## config.mk

```make
export PLATFORM = sky130hd
export DESIGN_NAME = fp_mul_arbiter
export DESIGN_NICKNAME = d
export VERILOG_FILES = /design/src/rtl/fp_mul_arb_pkg.sv /design/src/rtl/rr_arbiter.sv /design/src/rtl/fp_mul_arbiter.sv
export SDC_FILE = /design/constraint.sdc
export NUM_CORES = 1
export LEC_CHECK = 0
export ABC_CLOCK_PERIOD_IN_PS = 3800
export BUFFER_PORTS_ARGS = -buffer_cell sky130_fd_sc_hd__buf_2
export CAP_MARGIN = 20
export CORE_AREA = 8 8 159 161
export CTS_BUF_LIST = sky130_fd_sc_hd__clkbuf_4 sky130_fd_sc_hd__clkbuf_8 sky130_fd_sc_hd__clkbuf_16
export DETAILED_ROUTE_END_ITERATION = 16
export DIE_AREA = 0 0 167 169
export MAX_ROUTING_LAYER = met4
export SYNTH_ARGS = -nofsm -noshare
export SYNTH_HDL_FRONTEND = slang
export SYNTH_SLANG_ARGS = --single-unit
```

## constraint.sdc

```tcl
create_clock -name clk -period 3.8 [get_ports clk]
set_input_delay 0 -clock clk [delete_from_list [all_inputs] [get_ports clk]]
set_output_delay 0 -clock clk [all_outputs]
set_load 0.02 [all_outputs]
```

## src/rtl/fp_mul_arb_pkg.sv

```systemverilog
// Shared types and constants for the round-robin front end of the single
// floating-point multiplier.
package fp_mul_arb_pkg;

  localparam int FP_W = 32;

  typedef enum logic [2:0] {
    IDLE,
    SEND_A,
    SEND_B,
    WAIT_P,
    RESP
  } arb_state_t;

endpackage

```

## src/rtl/rr_arbiter.sv

```systemverilog
// Combinational round-robin picker: grants the first set request at or above
// ptr, searching upward with wrap-around. The pointer register lives in the caller.
module rr_arbiter #(
  parameter int N  = 4,
  parameter int IW = $clog2(N)
) (
  input  logic [N-1:0]  req,
  input  logic [IW-1:0] ptr,
  output logic [N-1:0]  gnt,
  output logic [IW-1:0] gnt_idx
);

  logic [N-1:0] rot;
  logic         found;
  int           sum;

  // NOTE: every signal written here gets a default first, so no latch can be inferred.
  always_comb begin
    rot     = N'({req, req} >> ptr);
    gnt     = '0;
    gnt_idx = '0;
    found   = 1'b0;
    sum     = 0;
    for (int j = 0; j < N; j++) begin
      if (!found && rot[j]) begin
        found = 1'b1;
        sum   = int'(ptr) + j;
        if (sum >= N) sum = sum - N;
      end
    end
    if (found) begin
      gnt_idx = IW'(sum);
      gnt     = N'(1) << gnt_idx;
    end
  end

endmodule

```

## src/rtl/fp_mul_arbiter.sv

```systemverilog
// Shares one fp_multiplier among N_REQ requesters: round-robin grant, then
// operand A, operand B and product strobe/ack handshakes, then a per-requester response.
module fp_mul_arbiter
  import fp_mul_arb_pkg::*;
#(
  parameter int N_REQ = 4,
  parameter int CNT_W = 16
) (
  input  logic                    clk,
  input  logic                    reset,
  input  logic [N_REQ-1:0]        req_valid,
  input  logic [FP_W*N_REQ-1:0]   req_a,
  input  logic [FP_W*N_REQ-1:0]   req_b,
  output logic [N_REQ-1:0]        req_ready,
  output logic [N_REQ-1:0]        resp_valid,
  output logic [FP_W-1:0]         resp_data,
  input  logic [N_REQ-1:0]        resp_ready,
  output logic [FP_W-1:0]         mul_a,
  output logic                    mul_a_stb,
  input  logic                    mul_a_ack,
  output logic [FP_W-1:0]         mul_b,
  output logic                    mul_b_stb,
  input  logic                    mul_b_ack,
  input  logic [FP_W-1:0]         mul_prod,
  input  logic                    mul_prod_stb,
  output logic                    mul_prod_ack,
  output logic [CNT_W-1:0]        ops_done
);

  localparam int IDX_W = $clog2(N_REQ);

  arb_state_t       state_q,    state_d;
  logic [FP_W-1:0]  op_a_q,     op_a_d;
  logic [FP_W-1:0]  op_b_q,     op_b_d;
  logic [FP_W-1:0]  prod_q,     prod_d;
  logic [IDX_W-1:0] gnt_q,      gnt_d;
  logic [IDX_W-1:0] rr_ptr_q,   rr_ptr_d;
  logic [CNT_W-1:0] ops_done_q, ops_done_d;

  logic [N_REQ-1:0] arb_gnt;
  logic [IDX_W-1:0] arb_idx;
  logic             accept;

  rr_arbiter #(
    .N  (N_REQ),
    .IW (IDX_W)
  ) u_rr_arbiter (
    .req     (req_valid),
    .ptr     (rr_ptr_q),
    .gnt     (arb_gnt),
    .gnt_idx (arb_idx)
  );

  // The only combinational input-to-output path: valid -> ready while idle.
  assign req_ready = (state_q == IDLE) ? arb_gnt : '0;
  assign accept    = |(req_valid & req_ready);

  assign mul_a        = (state_q == SEND_A) ? op_a_q : '0;
  assign mul_a_stb    = (state_q == SEND_A);
  assign mul_b        = (state_q == SEND_B) ? op_b_q : '0;
  assign mul_b_stb    = (state_q == SEND_B);
  assign mul_prod_ack = (state_q == WAIT_P);
  assign resp_valid   = (state_q == RESP) ? (N_REQ'(1) << gnt_q) : '0;
  assign resp_data    = prod_q;
  assign ops_done     = ops_done_q;

  always_comb begin
    state_d    = state_q;
    op_a_d     = op_a_q;
    op_b_d     = op_b_q;
    prod_d     = prod_q;
    gnt_d      = gnt_q;
    rr_ptr_d   = rr_ptr_q;
    ops_done_d = ops_done_q;
    unique case (state_q)
      IDLE: begin
        if (accept) begin
          op_a_d   = req_a[FP_W*arb_idx +: FP_W];
          op_b_d   = req_b[FP_W*arb_idx +: FP_W];
          gnt_d    = arb_idx;
          rr_ptr_d = (int'(arb_idx) == N_REQ - 1) ? '0 : arb_idx + 1'b1;
          state_d  = SEND_A;
        end
      end
      SEND_A: if (mul_a_ack) state_d = SEND_B;
      SEND_B: if (mul_b_ack) state_d = WAIT_P;
      WAIT_P: begin
        if (mul_prod_stb) begin
          prod_d  = mul_prod;
          state_d = RESP;
        end
      end
      RESP: begin
        if (resp_ready[gnt_q]) begin
          ops_done_d = ops_done_q + CNT_W'(1);
          state_d    = IDLE;
        end
      end
      default: state_d = IDLE;
    endcase
  end

  // NOTE: sequential state is updated with non-blocking assignments only.
  always_ff @(posedge clk) begin
    if (reset) begin
      state_q    <= IDLE;
      op_a_q     <= '0;
      op_b_q     <= '0;
      prod_q     <= '0;
      gnt_q      <= '0;
      rr_ptr_q   <= '0;
      ops_done_q <= '0;
    end else begin
      state_q    <= state_d;
      op_a_q     <= op_a_d;
      op_b_q     <= op_b_d;
      prod_q     <= prod_d;
      gnt_q      <= gnt_d;
      rr_ptr_q   <= rr_ptr_d;
      ops_done_q <= ops_done_d;
    end
  end

endmodule

```

* After elaboration in Yosys (flattened, before gate mapping)
Index checks and enable logic that the tools add are counted.
** Word-level totals
- Bits in registers :: 119
- Output and inout port bits :: 123
- Logic and storage cells :: 76
- Input port bits :: 301
** Cells by class
- Mux-type cells :: 27
- $add $sub $neg :: 9
- Shift-type cells :: 5
- Reduce and logical (&&, ||, !) cells :: 12
- Bitwise gates (word level) :: 1
- Order comparisons :: 5
- Equality and inequality tests :: 10
** Operator list (count)
- 128-bit by 8-bit variable part select with 32-bit output :: 2
- 32-bit 2-to-1 mux :: 2
- 2-bit 2-to-1 mux :: 10
- 16-bit by 1-bit adder with 16-bit output (second input constant) :: 1
- 3-bit 2-to-1 mux :: 5
- 3-bit one-hot mux with 5 select lines :: 1
- 4-bit 2-to-1 mux :: 3
- 3-bit greater-or-equal comparator (second input constant) :: 3
- 1-bit by 2-bit left shift with 4-bit output (first input constant) :: 2
- 8-bit by 2-bit >> shifter with 4-bit output :: 1
- 2-bit by 1-bit subtractor with 2-bit output (second input constant) :: 4
- 2-bit by 2-bit adder with 3-bit output (second input constant) :: 2
- 3-bit by 2-bit == test with 1-bit output (second input constant) :: 2
- 2-bit by 1-bit != test with 1-bit output (second input constant) :: 3
- 2-bit AND reduction :: 3
- 1-bit 2-to-1 mux :: 5
- 5-bit AND reduction :: 1
- 4-bit bitwise AND :: 1
- 2-bit != test (second input constant) :: 2
- 4-bit OR reduction :: 1
- 2-bit by 1-bit adder with 3-bit output (second input constant) :: 1
- 3-bit by 1-bit == test with 1-bit output (second input constant) :: 1
- 3-bit == test (second input constant) :: 1
- 2-bit by 3-bit greater-or-equal comparator with 1-bit output (second input constant) :: 1
- other kinds (7) :: 11

* Logic depth before layout (Yosys ltp)
Gate-level depths: netlist (run 1).
- Depth in word-level cells :: 18
- Gate-level depth with buffers :: 9
- Mapped depth without buffers :: 7

* By module
A second synthesis (run 1) with hierarchy kept.
** Second synthesis, totals
- Cells, all modules :: 741
- Area total of the unflattened synthesis :: 6590.1 um^2
** Modules (own cells, without submodules)
- fp_mul_arbiter :: cells an instance 710, times used 1, seq. area each 2382.3 um^2, area each 6393.6 um^2
- rr_arbiter :: cells an instance 31, times used 1, seq. area each 0.0 um^2, area each 196.4 um^2

* Least setup slack after synthesis (run 1)
No wires, ideal clock.
- Path type :: register -> register
- Start point :: register rr_ptr_q[0]
- End point :: register rr_ptr_q[0]
- Cell stages (with the launch flop) :: 10
- Buffers on the path :: 3
- Setup time :: 70 ps
- Slack :: 1910 ps
- Period minus slack after synthesis :: 1890 ps
- Arrival time :: 1820 ps
- Data required time :: 3730 ps
- Cell sequence :: dfxtp_1 > nor2b_1 > nor3b_1 > o22a_1 > buf_2 > buf_4 > buf_2 > ha_1 > or3_1 > a21oi_1
** Between the ends
- Elaborated cells on any way between the ends :: 40
- Those cells by class :: add/sub (8); order compare (4); eq/ne (1); shift (2); mux (16); bitwise (1); reduce/logical (8)
** RTL lines
- start, declared :: line fp_mul_arbiter.sv:37 : logic [IDX_W-1:0] rr_ptr_q, rr_ptr_d;
- start signal, assigned :: line fp_mul_arbiter.sv:119 : rr_ptr_q <= rr_ptr_d;
- branches (longest 11 deep; another with 2-bit by 1-bit adder with 3-bit output)
- 2-bit 2-to-1 mux * :: line rr_arbiter.sv:31 : if (found) begin
- net arb_idx[0] :: line fp_mul_arbiter.sv:41 : logic [IDX_W-1:0] arb_idx;
- 2-bit by 1-bit adder with 2-bit output / 2-bit by 1-bit == test with 1-bit output (equally long branches) :: line fp_mul_arbiter.sv:81 : rr_ptr_d = (int'(arb_idx) == N_REQ - 1) ? '0 : arb_idx + 1'b1;
- 2-bit 2-to-1 mux * :: line fp_mul_arbiter.sv:81
Mark *: on every way through the listed nets, which the timed path passes.
A chain may end at the register's enable or synchronous reset.

* Final worst setup path (run 1)
- Start point :: register rr_ptr_q[0]
- End point :: register op_a_q[3]
** Between the ends
- Longest elaborated chain between the ends :: 17
- Elaborated cells on any way between the ends :: 38
- Those cells by class :: add/sub (7); order compare (4); shift (3); mux (15); bitwise (1); reduce/logical (8)
** Ends and longest elaborated chain
- branches (longest 17 deep; another with 2-bit by 1-bit adder with 3-bit output)
- end signal, assigned :: line fp_mul_arbiter.sv:115 : op_a_q <= op_a_d;
- end, declared :: line fp_mul_arbiter.sv:33 : logic [FP_W-1:0] op_a_q, op_a_d;
Several ways; the timed one is not identified.

==> results of run 1 <==
[sequential cells by signal, indices dropped and copies added (netlist names)]
name / flops
op_b_q: 32
state_q: 3
ops_done: 16
resp_data: 32
gnt_q: 2
rr_ptr_q: 2
op_a_q: 32
[where the power goes]
part / internal (mW) / switching (mW)
registers: 1.39 / 0.0759
logic: 0.798 / 0.622
clock network: 0.988 / 0.621
total: 3.17 / 1.32
[layout make-up]
cell class,count,area [sq um],area share
Inverter,6,22.52,0.001951
Antenna cell,4,10.01,0.0008671
Timing Repair Buffer,663,4544,0.3937
Sequential cell,119,2382,0.2064
Clock buffer,18,439.2,0.03804
Multi-Input combinational cell,534,3631,0.3145
Clock inverter,14,151.4,0.01312
Tap cell,290,362.8,0.03143
[worst max-delay path, stage by stage (launching register included)]
cell,delay (ns)
dfxtp_1,0.35
nor2b_1,0.08
nor3b_1,0.25
o22a_4,0.53
buf_12,0.36
mux2i_1,0.27
dlygate4sd3_1,0.58
o221ai_1,0.11
dlygate4sd3_1,0.57
[worst paths after layout]
kind / from / to / slack (ns)
worst max-delay path: rr_ptr_q[0]$_SDFFE_PP0P_ / op_a_q[3]$_SDFFE_PP0P_ / 0.51
worst min-delay path: mul_b_ack / state_q[0]$_SDFFE_PP0P_ / 0.07
worst max register to register: rr_ptr_q[0]$_SDFFE_PP0P_ / op_a_q[3]$_SDFFE_PP0P_ / 0.51
worst min register to register: resp_data[7]$_SDFFE_PP0P_ / resp_data[7]$_SDFFE_PP0P_ / 0.45
[routing by layer]
layer | wire length (um) | part of all wire
met1 | 11470 | 0.40
met2 | 14410 | 0.50
met3 | 1677 | 0.059
met4 | 1041 | 0.036
met5 | 0 | 0
[cells in the final DEF, fill, tap and decap left out, drive strengths merged, types with 7 or more instances in the layout]
cell,count
clkbuf,18
nand2,145
mux2i,129
nor2,24
clkinv,8
dlygate4sd3,227
nor3,8
a21oi,43
inv,8
dfxtp,119
o221ai,64
buf,436
or3,7
and2,64
[metrics by stage]
step                      power [mW]  utilization  area, sq um  worst slack, ns
final                          4.495       0.5038        11540           0.5144
after global routing           4.715       0.5038        11540           0.3551
after CTS                      4.504       0.5025        11510           0.5580
after detailed placement       2.486       0.3776         8651            1.232
after global placement         2.472       0.3760         8616            1.242
after floorplan                2.110            -         6261            1.910
[cell families (layout without fill, tap and decap cells)]
group                      after synthesis  count (layout)  synth area share
buffers and inverters                   61             701           0.04297
xor gates and xnor gates                10              10           0.01399
muxes                                  131             131            0.2134
other                                    0               4                 0
and+or+nand+nor                        276             276            0.2120
AOI/OAI and AO/OA                      115             115            0.1331
adders and majority gates                2               2          0.003996
DFF                                    119             119            0.3805
==> impl_metrics.py, run 1 <==
metrics = {
    "floorplanning": {
        "die-area_sq_mm": 0.02822,
        "start_util": 0.2733,
        "die_y_um": 169,
        "core_area_sq_mm": 0.02291,
        "dieWidth_um": 167,
        "pin_count": 424,
        "fp-row-count": 56,
    },
    "timing": {
        "min_period_over_period": 0.8646,
        "tightest_slew_ns": 0.7339,
        "hold_viol_final": 0,
        "relSlewSlack": 0.5107,
        "skew_ns": 0.01305,
        "rsz0062_at_grt": "no",
        "fmax_mhz": 304.4,
        "finalCriticalPeriod_ns": 3.286,
        "slew_viol_final": 0,
        "tns_ns": 0,
        "holdWs_ns": 0.06927,
        "setup_viol": 0,
    },
    "final_layout": {
        "fin_cells": 1648,
        "nets": 1644,
        "drive_above_1_share": 0.3567,
        "syn_to_final_growth_pct": 84.37,
        "fillers": 2082,
    },
    "worst_setup_path": {
        "reg2reg_depth": 8,
        "critPathArrivalTime_ns": 3.59,
        "start_kind": "register",
        "cp-end-kind": "register",
        "crit_type": "reg2reg",
        "crit_required_ns": 4.10,
        "crit_fanout": 48,
    },
    "synthesis": {
        "yosys_warnings": 0,
        "synth_area_leader_cell": "dfxtp_1",
        "netlist_area_sq_mm": 0.006261,
        "synth-seq-area-share": 0.3805,
        "ys_types": 39,
        "avgSynthCellArea_sq_um": 8.769,
        "synth_top_area_frac": 0.3805,
        "synth-seq-cells": 119,
        "synth_commonest_cells": "144 x nand2_1, 129 x mux2i_1, 119 x dfxtp_1",
        "synth_fp_nets": 1017,
        "synth_most_common_cell": "nand2_1",
        "synth_area_leaders": "dfxtp_1 38%, mux2i_1 21%, o221ai_1 9.0%",
        "postSynthCellCount": 714,
        "synth-edff-count": 0,
        "synth_async_sr_flop_share": 0,
        "synth-main-ff-cell": "dfxtp_1",
    },
    "clock_tree": {
        "htree_num_levels": 4,
        "numCtsBuffers": 17,
        "cts_setup_buffers": 0,
        "cts.repair.resized": 0,
        "clockBufferDepth": 2,
        "worstSkewPairLatency_ns": 0.41,
        "cts_hold_buf": 227,
        "cts_tree": "built",
        "clkSinkCount": 119,
        "cts_root_buf": "clkbuf_16",
        "path_clk_slew_ns": 0.07,
    },
    "grt": {
        "grtUsageTotal": 0.1978,
        "grt.busiest_layer": "met2",
        "grt_pass1_vias": 8262,
        "use_met2": 0.3345,
        "grt_max_degree": 65,
        "grt_pass1_wl_um": 43580,
        "grt_overflow": 0,
        "grt_antenna_before_repair": 4,
        "grt_use_met1": 0.2172,
        "use_met3": 0.04752,
    },
    "power_and_ir_drop": {
        "peakVddDrop_v": 0.0002112,
        "p_leak_nw": 5.511,
        "power_density_mw_per_mm2": 389.4,
    },
    "flow_run": {
        "drv_cap": 0,
    },
    "routing": {
        "final_antenna_net_count": 0,
        "drc": 0,
        "wl_per_cell_um": 17.35,
        "viasPerCell": 4.781,
        "wirelength_um": 28600,
        "drtIter0Drc": 435,
        "drt_first_pass_iters": 5,
        "vias": 7879,
    },
    "placement": {
        "gp_congestion": 0.9132,
        "hpwl_um": 19670,
        "portBuffers": 423,
        "placed_cells": 1384,
    },
    "min_path": {
        "hp-class": "in2reg",
        "holdPathStages": 4,
    },
    "run_status": {
        "outcome": "finished, final reports clean",
    },
}
Note: power is estimated with default switching activity, not from simulation.
==> run 2, diff against run 1 <==
ABC_CLOCK_PERIOD_IN_PS = 3300   (was 3800)
CAP_MARGIN = 15   (was 20)
CORE_AREA = 8 8 160 162   (was 8 8 159 161)
DIE_AREA = 0 0 168 170   (was 0 0 167 169)
clock period = 3.3 ns   (was 3.8 ns; I/O delays follow)
==> run 2 against run 1 <==
Compared with the run above:
- non-clock buffer count rose by 7
- critical endpoint is now op_a_q[2]$_SDFFE_PP0P_
- sequential power rose by 16%
- final cell count rose by 0.30%
- largest cell class unchanged
- die area rose by 1.2%
==> impl_metrics.py, run 2 (synthesis results as in run 1) <==
metrics = {
    "run_status": {
        "outcome": "finished, final reports clean",
    },
    "clock_tree": {
        "clkSinkCount": 119,
        "cts_root_buf": "clkbuf_16",
        "path_clk_slew_ns": 0.06,
        "numCtsBuffers": 17,
        "htree_num_levels": 4,
        "worstSkewPairLatency_ns": 0.41,
        "clockBufferDepth": 2,
        "cts_tree": "built",
    },
    "timing": {
        "fin_ws_ns": 0.1170,
        "slew_viol_final": 0,
        "skew_ns": 0.008609,
        "rsz0062_at_grt": "no",
        "fmax_mhz": 314.2,
        "min_period_over_period": 0.9645,
        "relSlewSlack": 0.4402,
        "finalCriticalPeriod_ns": 3.183,
        "setup_viol": 0,
        "tightest_slew_ns": 0.8320,
        "tns_ns": 0,
        "hold_viol_final": 0,
    },
    "worst_setup_path": {
        "path_common_cell": "dlygate4sd3_1",
        "cp-end-kind": "register",
        "r2r_end": "op_a_q[2]$_SDFFE_PP0P_",
        "startpoint": "rr_ptr_q[0]$_SDFFE_PP0P_",
        "reg2reg_depth": 8,
        "cp_num_cells": 8,
        "crit_required_ns": 3.60,
        "rr_startpoint": "rr_ptr_q[0]$_SDFFE_PP0P_",
        "worstPathCellList": "nor2b_1 -> nor3b_2 -> o22a_4 -> buf_16 -> mux2i_1 -> dlygate4sd3_1 -> o221ai_1 -> dlygate4sd3_1",
        "critPathCapture": "op_a_q[2]$_SDFFE_PP0P_",
        "critPathArrivalTime_ns": 3.48,
        "crit_type": "reg2reg",
        "start_kind": "register",
        "crit_buf_inv": 3,
        "r2r_setup_slack_ns": 0.12,
        "slowest_delay_ns": 0.59,
        "cp_slowest_cell": "dlygate4sd3_1",
        "crit_fanout": 62,
        "cp_top_family": "buffers and inverters",
    },
    "grt": {
        "grt_max_degree": 63,
        "grt_antenna_before_repair": 1,
        "grt_overflow": 0,
        "grt_pass1_wl_um": 43950,
        "grt_pass1_vias": 8408,
        "grtUsageTotal": 0.1965,
    },
    "placement": {
        "pre_cts_slack_ns": 0.6482,
        "gp_congestion": 0.8689,
        "hpwl_um": 19760,
        "portBuffers": 423,
        "place_area_sq_mm": 0.008636,
    },
    "final_layout": {
        "syn_to_final_growth_pct": 85.29,
        "finalInstanceArea_sq_mm": 0.01160,
        "final_cell_mix": "423 x buf_2, 228 x dlygate4sd3_1, 143 x nand2_1",
        "drive_above_1_share": 0.3612,
        "finish.utilization": 0.5033,
        "nets": 1652,
        "layout_commonest_cell": "buf_2",
    },
    "power_and_ir_drop": {
        "p_total_mw": 5.231,
        "peakVddDrop_v": 0.0002262,
        "p_leak_nw": 5.548,
        "power_density_mw_per_mm2": 450.9,
    },
    "routing": {
        "drtIter0Drc": 474,
        "wirelength_um": 29130,
        "drc": 0,
        "wl_per_cell_um": 17.62,
        "vias": 7938,
        "drt_first_pass_iters": 5,
        "viasPerCell": 4.802,
        "final_antenna_net_count": 0,
    },
    "min_path": {
        "holdPathStages": 3,
        "hp-class": "in2reg",
    },
    "floorplanning": {
        "fp-row-count": 56,
        "pin_count": 424,
        "die_y_um": 170,
        "dieWidth_um": 168,
        "core_area_sq_mm": 0.02305,
        "die-area_sq_mm": 0.02856,
        "start_util": 0.2716,
    },
    "flow_run": {
        "drv_cap": 0,
    },
}
==> run 2: changes by cell type in the layout (fill, tap and decap cells not counted), moves of 2 or more <==
cell	previous run	this run
buf_12	4	2
diode_2	4	1
buf_4	8	16
inv_6	2	4
==> run 2: layout make-up <==
| cell class | count | area, sq um |
|---|---|---|
| Fill cell | 2138 | 11450 |
| Timing Repair Buffer | 670 | 4587 |
| Multi-Input combinational cell | 535 | 3651 |
| Sequential cell | 119 | 2382 |
| Clock buffer | 17 | 425.4 |
| Tap cell | 290 | 362.8 |
| Clock inverter | 15 | 167.7 |
| Inverter | 6 | 22.52 |
| Antenna cell | 1 | 2.502 |
==> run 2: how the worst min path moves through the flow <==
stage | start | end | slack, ns
after floorplan | mul_prod[16] | resp_data[16]$_SDFFE_PP0P_ | 0.14
after global placement | mul_prod[19] | resp_data[19]$_SDFFE_PP0P_ | 0.24
after detailed placement | mul_prod[9] | resp_data[9]$_SDFFE_PP0P_ | 0.25
after CTS | req_b[66] | op_b_q[2]$_SDFFE_PP0P_ | 0.009
after global routing | req_b[66] | op_b_q[2]$_SDFFE_PP0P_ | 0.04
final | req_b[66] | op_b_q[2]$_SDFFE_PP0P_ | 0.01
==> run 2: per-stage QoR <==
step,cells,hold WS [ns]
global route,1653,0.04442
detailed placement,1383,0.2451
floorplan,714,0.1360
CTS,1643,0.008944
finish,1653,0.01201
global placement,1383,0.2404
==> run 2: repair_timing <==
item	4_1_cts	5_1_grt
hold buffers	228	0
buffers inserted	0	8
endpoints found under the hold margin	98	0
resized for setup	0	3
setup endpoints to repair	0	48
==> run 2: power by group <==
group | switching [mW] | internal [mW]
clock | 0.744 | 1.13
combinational | 0.731 | 0.936
sequential | 0.0921 | 1.60
total | 1.57 | 3.66
==> run 2: worst reg2reg max path, stage by stage (launching register included) <==
cell,delay [ns]
dfxtp_1,0.38
nor2b_1,0.10
nor3b_2,0.30
o22a_4,0.32
buf_16,0.34
mux2i_1,0.33
dlygate4sd3_1,0.59
o221ai_1,0.13
dlygate4sd3_1,0.59
==> run 2: metal layers <==
layer  track usage  wire length [um]
met1        0.2128             11370
met2        0.3311             14750
met3       0.05213              1820
met4       0.09705              1183
met5             -                 0
